**config.mk**
```make
export PLATFORM = sky130hd
export DESIGN_NAME = dev_bus_arbiter
export DESIGN_NICKNAME = d
export VERILOG_FILES = /design/src/rtl/dev_bus_pkg.sv /design/src/rtl/dev_bus_rr_pick.sv /design/src/rtl/dev_bus_arbiter.sv
export SDC_FILE = /design/constraint.sdc
export NUM_CORES = 1
export LEC_CHECK = 0
export ABC_AREA = 1
export CORE_UTILIZATION = 44
export DETAILED_ROUTE_END_ITERATION = 8
export PLACE_DENSITY = 0.93
export SLEW_MARGIN = 30
export SYNTH_ARGS = -nofsm -noshare
export SYNTH_HDL_FRONTEND = slang
export SYNTH_SLANG_ARGS = --single-unit
export TNS_END_PERCENT = 5
```
**constraint.sdc**
```tcl
create_clock -name clk -period 3.5 [get_ports clk]
set_input_delay 0.35 -clock clk [delete_from_list [all_inputs] [get_ports clk]]
set_output_delay 0.35 -clock clk [all_outputs]
set_load 0.01 [all_outputs]
```
**src/rtl/dev_bus_pkg.sv**
```systemverilog
// Shared definitions for the two-master device bus arbiter: FSM state codes,
// the two device address windows and the window hit test.
package dev_bus_pkg;

   localparam logic [1:0] ST_IDLE   = 2'd0;
   localparam logic [1:0] ST_ACCESS = 2'd1;
   localparam logic [1:0] ST_RESP   = 2'd2;

   localparam logic [63:0] WIN0_BASE  = 64'h7F00;
   localparam logic [63:0] WIN0_LIMIT = 64'h7F0B;
   localparam logic [63:0] WIN1_BASE  = 64'h7F10;
   localparam logic [63:0] WIN1_LIMIT = 64'h7F1B;

   // Address is widened to 64 bits by the caller so any ADDR_W up to 64 works.
   function automatic logic addr_hit(input logic [63:0] addr);
      return ((addr >= WIN0_BASE) && (addr <= WIN0_LIMIT)) ||
             ((addr >= WIN1_BASE) && (addr <= WIN1_LIMIT));
   endfunction

endpackage

```
**src/rtl/dev_bus_rr_pick.sv**
```systemverilog
// Two-way round-robin picker: the pointed-to master wins if it requests,
// otherwise the other one does.
module dev_bus_rr_pick
   import dev_bus_pkg::*;
(
   input  logic [1:0] req,
   input  logic       ptr,
   output logic       win,
   output logic       any
);

   assign any = |req;
   assign win = req[ptr] ? ptr : ~ptr;

endmodule

```
**src/rtl/dev_bus_arbiter.sv**
```systemverilog
// Round-robin arbiter sharing the device bridge bus between CPU (m0) and DMA/debug (m1).
// Optional DEV_BUS_LOCK_EN: a locked master that keeps requesting keeps the next slot.
//
// state  | meaning
// IDLE   | waiting for any m_req; winner and its request are latched on exit
// ACCESS | bridge bus driven; gnt and dev_we on first cycle; BUS_WAIT extra cycles
// RESP   | m_ack/m_rdata/m_err presented for one cycle; round-robin pointer updated
module dev_bus_arbiter
   import dev_bus_pkg::*;
#(
   parameter int ADDR_W   = 32,
   parameter int DATA_W   = 32,
   parameter int BUS_WAIT = 0
)(
   input  logic              clk,
   input  logic              reset_n,
   input  logic [1:0]        m_req,
   input  logic [1:0]        m_we,
   input  logic [ADDR_W-1:0] m0_addr,
   input  logic [ADDR_W-1:0] m1_addr,
   input  logic [DATA_W-1:0] m0_wdata,
   input  logic [DATA_W-1:0] m1_wdata,
   input  logic [1:0]        m_lock,
   output logic [1:0]        m_gnt,
   output logic [1:0]        m_ack,
   output logic [DATA_W-1:0] m_rdata,
   output logic              m_err,
   output logic [ADDR_W-1:0] dev_addr,
   output logic [DATA_W-1:0] dev_wdata,
   output logic              dev_we,
   input  logic [DATA_W-1:0] dev_rdata
);

   localparam logic [3:0] WAIT_LAST = 4'(BUS_WAIT);

   logic [1:0]        state;
   logic              win;
   logic              rr_ptr;
   logic              we_l;
   logic              err_l;
   logic [ADDR_W-1:0] addr_l;
   logic [DATA_W-1:0] wdata_l;
   logic [DATA_W-1:0] rdata_l;
   logic [3:0]        wait_cnt;

   logic              pick;
   logic              any_req;
   logic              next_ptr;
   logic [ADDR_W-1:0] sel_addr;
   logic [DATA_W-1:0] sel_wdata;
   logic              in_access;
   logic              first_access;
   logic              in_resp;
   logic [1:0]        win_oh;

   dev_bus_rr_pick u_pick (
      .req (m_req),
      .ptr (rr_ptr),
      .win (pick),
      .any (any_req)
   );

   assign sel_addr  = pick ? m1_addr  : m0_addr;
   assign sel_wdata = pick ? m1_wdata : m0_wdata;

`ifdef DEV_BUS_LOCK_EN
   assign next_ptr = (m_lock[win] && m_req[win]) ? win : ~win;
`else
   logic unused_lock;
   assign unused_lock = ^m_lock;
   assign next_ptr    = ~win;
`endif

   always_ff @(posedge clk or negedge reset_n) begin
      if (!reset_n) begin
         state    <= ST_IDLE;
         win      <= 1'b0;
         rr_ptr   <= 1'b0;
         we_l     <= 1'b0;
         err_l    <= 1'b0;
         addr_l   <= '0;
         wdata_l  <= '0;
         rdata_l  <= '0;
         wait_cnt <= '0;
      end else begin
         case (state)
            ST_IDLE: begin
               if (any_req) begin
                  win      <= pick;
                  addr_l   <= sel_addr;
                  wdata_l  <= sel_wdata;
                  we_l     <= m_we[pick];
                  err_l    <= !addr_hit(64'(sel_addr));
                  wait_cnt <= '0;
                  state    <= ST_ACCESS;
               end
            end
            ST_ACCESS: begin
               if (wait_cnt == WAIT_LAST) begin
                  // Errored or write accesses never return bridge data.
                  rdata_l <= (err_l || we_l) ? '0 : dev_rdata;
                  state   <= ST_RESP;
               end else begin
                  wait_cnt <= wait_cnt + 4'd1;
               end
            end
            ST_RESP: begin
               rr_ptr <= next_ptr;
               state  <= ST_IDLE;
            end
            default: state <= ST_IDLE;
         endcase
      end
   end

   // Outputs decode straight from registered state so reset clears them asynchronously.
   assign in_access    = (state == ST_ACCESS);
   assign first_access = in_access && (wait_cnt == 4'd0);
   assign in_resp      = (state == ST_RESP);
   assign win_oh       = win ? 2'b10 : 2'b01;

   assign m_gnt     = first_access ? win_oh : 2'b00;
   assign m_ack     = in_resp ? win_oh : 2'b00;
   assign m_rdata   = in_resp ? rdata_l : '0;
   assign m_err     = in_resp && err_l;
   assign dev_addr  = in_access ? addr_l : '0;
   assign dev_wdata = in_access ? wdata_l : '0;
   assign dev_we    = first_access && we_l && !err_l;

endmodule

```
Word-level counts from Yosys, hierarchy flattened --
Cells that the tools add are included.
Word-level totals: output and inout bits 102, register bits after elaboration 106, input bits 168
Operators by class: multiplexer cells 20, equality and inequality tests 5, magnitude comparators 6, reduce and logical (&&, ||, !) cells 18, $add $sub $neg 1, bitwise operators 2
Operators by type and width (count):
- $mux W32 | 6
- $ge A32 B15 Y1 const B | 2
- $le A32 B15 Y1 const B | 2
- $mux W2 | 5
- $mux W4 | 2
- $pmux W4 S2 | 1
- $logic_and A1 B1 Y1 | 6
- $reduce_and A2 Y1 | 3
- $mux W1 | 5
- $add A4 B1 Y4 const B | 1
- $logic_not A4 Y1 | 1
- $lt A1 B2 Y1 const B | 2
- $ne A2 B2 Y1 const B | 2
- $pmux W2 S2 | 1
- $reduce_and A3 Y1 | 1
- $eq A2 B1 Y1 const B | 1
- $eq A2 B2 Y1 const B | 1
- $logic_not A1 Y1 | 2
- $logic_not A2 Y1 | 1
- $logic_or A1 B1 Y1 | 2
- $ne A2 B1 Y1 const B | 1
- $not A1 Y1 | 2
- $reduce_bool A2 Y1 | 1
- $reduce_or A2 Y1 | 1

Depth between registers and ports, before layout --
word-level depth 8, mapped depth 12

Cells and area by module --
A second synthesis with hierarchy kept.
Second synthesis, totals: cells, all modules 808, area, all modules 5627.9 µm²
Modules (own cells, without submodules):
- dev_bus_arbiter | area an instance 5612.9 µm², instances 1, cells each 805, sequential area each 2652.5 µm²
- dev_bus_rr_pick | area an instance 15.0 µm², instances 1, cells each 3, sequential area each 0.0 µm²

Worst setup path after synthesis --
Ideal clock, no wire load.
path type reg-to-output, start point register wait_cnt[0], end point output dev_we, arrival time 1.365 ns, path buffers 1, slack 1.785 ns, cell stages (with the launch flop) 8, path through dfrtp_1 -> inv_1 -> ha_1 -> nand3_1 -> nor2_2 -> buf_2 -> inv_1 -> nor3_1
On the way: cells in the longest elaborated chain, start to end 4
Ends and longest elaborated chain:
- start, declared | line dev_bus_arbiter.sv:44 | logic [3:0] wait_cnt;
- start signal, assigned | line dev_bus_arbiter.sv:104 | wait_cnt <= wait_cnt + 4'd1;
- $logic_not A4 Y1 | line dev_bus_arbiter.sv:118 | assign first_access = in_access && (wait_cnt == 4'd0);
- $logic_and A1 B1 Y1 | line dev_bus_arbiter.sv:118
- $logic_and A1 B1 Y1 (2 in a row) | line dev_bus_arbiter.sv:128 | assign dev_we = first_access && we_l && !err_l;
- end, declared | line dev_bus_arbiter.sv:30 | output logic dev_we,
No other way between the ends.

Final worst setup path --
start point register state[1], end point output dev_wdata[0]
On the way: cells in the longest elaborated chain, start to end 2
Ends and longest elaborated chain:
- start, declared | line dev_bus_arbiter.sv:36 | logic [1:0] state;
- start signal, assigned | line dev_bus_arbiter.sv:76 | state <= ST_IDLE;
- start signal, assigned | line dev_bus_arbiter.sv:95 | state <= ST_ACCESS;
- start signal, assigned | line dev_bus_arbiter.sv:102 | state <= ST_RESP;
- $eq A2 B1 Y1 | line dev_bus_arbiter.sv:117 | assign in_access = (state == ST_ACCESS);
- $mux W32 | line dev_bus_arbiter.sv:127 | assign dev_wdata = in_access ? wdata_l : '0;
- end, declared | line dev_bus_arbiter.sv:29 | output logic [DATA_W-1:0] dev_wdata,
No other way between the ends.

==> impl_metrics.env <==
export IMPL_status="complete, no violations"
export IMPL_synth_edf_count=0
export IMPL_ctsHoldBuffers=0
export IMPL_place_gp_congestion=0.816
export IMPL_antenna_found_initial=0
export IMPL_final_common_cell="clkdlybuf4s50_1"
export IMPL_critPathArrivalTime_ps=2810
export IMPL_synth_flop_cell="dfrtp_1"
export IMPL_synthAdderAreaFrac=0.00450
export IMPL_crit_buf_inv=3
export IMPL_fill_cells=965
export IMPL_power_frac_clock=0.168
export IMPL_placed_cell_area_um2=8300
export IMPL_wl_per_cell_um=14.5
export IMPL_worst_slew_pin_slew_ps=817
export IMPL_synth_async_reset_ratio=1.00
export IMPL_clk_insertion_delay_late_ps=340
export IMPL_r2r_cells=6
export IMPL_grt_max_degree=70
export IMPL_power_leakage_nw=3.87
export IMPL_p_switching_mw=2.23
export IMPL_rrSetupSlack_ps=970
export IMPL_slew_headroom=0.455
export IMPL_cts_buffers_inserted=9
export IMPL_ys_ff_latch=106
export IMPL_wl_met1_mm=6.97
export IMPL_worst_slack_ps=344
export IMPL_start_util=0.458
export IMPL_drt_pass1_iterations=5
export IMPL_cts_buffer_depth=2
export IMPL_syn_area_um2=5570
export IMPL_cts_setup_buffers=0
export IMPL_vias=5782
export IMPL_swShare=0.406
export IMPL_yosys_warnings=0
export IMPL_yosysUniqueCellTypes=25
export IMPL_core_area_um2=12200
export IMPL_root_buffer="clkbuf_16"
export IMPL_cts_tree="yes"
export IMPL_seqCellArea_um2=2650
export IMPL_dp_cells=1172
export IMPL_wl_met2_mm=8.59
export IMPL_p_int_mw=3.26
export IMPL_r2r_end="rdata_l[19]"
export IMPL_reg2reg_from="state[1]"
export IMPL_multi_input_area_um2=2160
export IMPL_holdWs_ps=10.4
export IMPL_met3_length_mm=1.19
export IMPL_hp_class="in -> async"
export IMPL_synthXorXnorAreaFrac=0.00157
export IMPL_power_density_nw_per_um2=641
export IMPL_stdcell_count=1188
export IMPL_cp_required_ps=3150
export IMPL_yosys_area_share_simple=0.247
export IMPL_cp_slowest_cell="clkinv_2"
export IMPL_critPathMaxFanout=54
export IMPL_ant_nets=0
export IMPL_antennaDiodeCount=0
export IMPL_overflow=0
export IMPL_place_hpwl_mm=12.5
export IMPL_ys_seq_area_frac=0.477
export IMPL_path_delay_family="buffers and inverters"
export IMPL_syn_inst=774
export IMPL_muxShareOfSynthArea=0
export IMPL_slew_viol_final=0
export IMPL_drc_errors=0
export IMPL_rsz0062_at_grt="no"
export IMPL_place_ws_ps=874
export IMPL_hold_violations=0
export IMPL_cp_start_kind="flop"
export IMPL_drv_cap=0
export IMPL_irDropWorstVdd_v=0.000419
export IMPL_critical_path_class="reg -> out"
export IMPL_setup_viol=0
export IMPL_max_freq_ghz=0.317
export IMPL_synth_compound_area_frac=0.133
export IMPL_syn_area_per_cell_um2=7.19
export IMPL_die_area_um2=13100
export IMPL_worst_setup_path_end_kind="primary output"
export IMPL_htree_levels=3
export IMPL_port_buffers=267
export IMPL_first_iter_violations=488
export IMPL_grt_pass1_vias=5529
export IMPL_final_util=0.705
export IMPL_fin_crit_ps=3160
export IMPL_path_cells="nor2_2 -> clkinv_2 -> buf_4 -> nor2_1 -> clkdlybuf4s50_1"
export IMPL_highest_layer="met4"
export IMPL_grt_usage=0.261
export IMPL_drive_gt1_frac=0.0353
export IMPL_drt_total_wl_mm=17.2
export IMPL_grt_pass1_wl_mm=26.8
export IMPL_synth_top_family_by_area="simple AND/OR/NAND/NOR gates"
export IMPL_final_period_utilization=0.902
export IMPL_fin_nets=1185
export IMPL_fp_dieH_um=114
export IMPL_via_per_inst=4.87
export IMPL_design_area_um2=8570
export IMPL_die_w_um=114
export IMPL_cts_sinks=106
export IMPL_totalPowerFinal_mw=5.49
export IMPL_final_cell_mix="clkdlybuf4s50_1, nor2_1, inv_1"
export IMPL_power_frac_seq=0.324
export IMPL_combPwrFrac=0.509
export IMPL_slowest_delay_ps=660
export IMPL_synth_nets=944
export IMPL_finClkSkew_ps=7.98
export IMPL_syn2layout_area_growth_pct=53.9
export IMPL_ios=270
export IMPL_clkTransAtPathRegs_ps=70
export IMPL_cts_resized=0
export IMPL_tns_ps=0
export IMPL_rows=40
[Yosys cell counts, types with 2 or more instances]
cell | number | area (um2)
buf_4 | 6 | 45.0
a31oi_1 | 2 | 12.5
buf_6 | 2 | 22.5
o21ai_0 | 79 | 395
inv_1 | 138 | 518
nor2_1 | 150 | 563
clkbuf_1 | 22 | 82.6
nand3b_1 | 4 | 30.0
buf_2 | 14 | 70.1
inv_2 | 3 | 11.3
a21oi_1 | 4 | 20.0
nor2_2 | 3 | 18.8
o22ai_1 | 35 | 219
nand2_2 | 3 | 18.8
dfrtp_1 | 106 | 2650
ha_1 | 2 | 25.0
nand2_1 | 126 | 473
buf_1 | 3 | 11.3
nand3_1 | 48 | 240
o21ai_1 | 19 | 95.1
[power groups by stage]
stage / combinational (mW) / sequential [mW] / clock (mW)
2_1_floorplan: 1.69 / 1.76 / 0
3_3_place_gp: 2.72 / 1.78 / 0
3_5_place_dp: 2.79 / 1.80 / 0
4_1_cts: 2.81 / 1.77 / 0.937
5_1_grt: 3.10 / 1.82 / 0.997
6_report: 2.79 / 1.78 / 0.921
[cell families after synthesis]
| logic type | Yosys count |
|---|---|
| adder cells (fa/ha/maj) | 2 |
| buffers and inverters | 188 |
| AO/OA/AOI/OAI | 139 |
| AND/OR/NAND/NOR | 338 |
| flip-flops | 106 |
| XOR/XNOR | 1 |
[routing by layer]
metal	vias up	global-route usage
li1	2860	-
met1	2675	0.309
met2	215	0.463
met3	32	0.0582
met4	0	0.0952
met5	-	0
[worst max path at each step]
stage                      from      endpoint  slack [ps]  cells after the start
finish                 state[1]  dev_wdata[0]         340                      5
global placement       m_req[0]   wdata_l[27]         950                      7
CTS                    state[0]  dev_wdata[0]         610                      6
detailed placement     m_req[0]   wdata_l[15]         870                      7
global route           state[1]  dev_wdata[0]         150                      5
floorplan           wait_cnt[0]        dev_we        1780                      7
[area by class of cell]
class / instances / share of cell area
multi-input cells: 480 / 0.252
clock inverters: 4 / 0.00336
flip-flops and latches: 106 / 0.310
well taps: 168 / 0.0245
clock buffers: 12 / 0.0276
repair buffers: 277 / 0.321
inverters: 141 / 0.0619
[sequential cells by signal (all words and copies together) (netlist names)]
name	flops
addr_l	32
rdata_l	32
wdata_l	32
wait_cnt	4
state	2
err_l	1
rr_ptr	1
we_l	1
win	1
(Power assumes the default switching activity.)
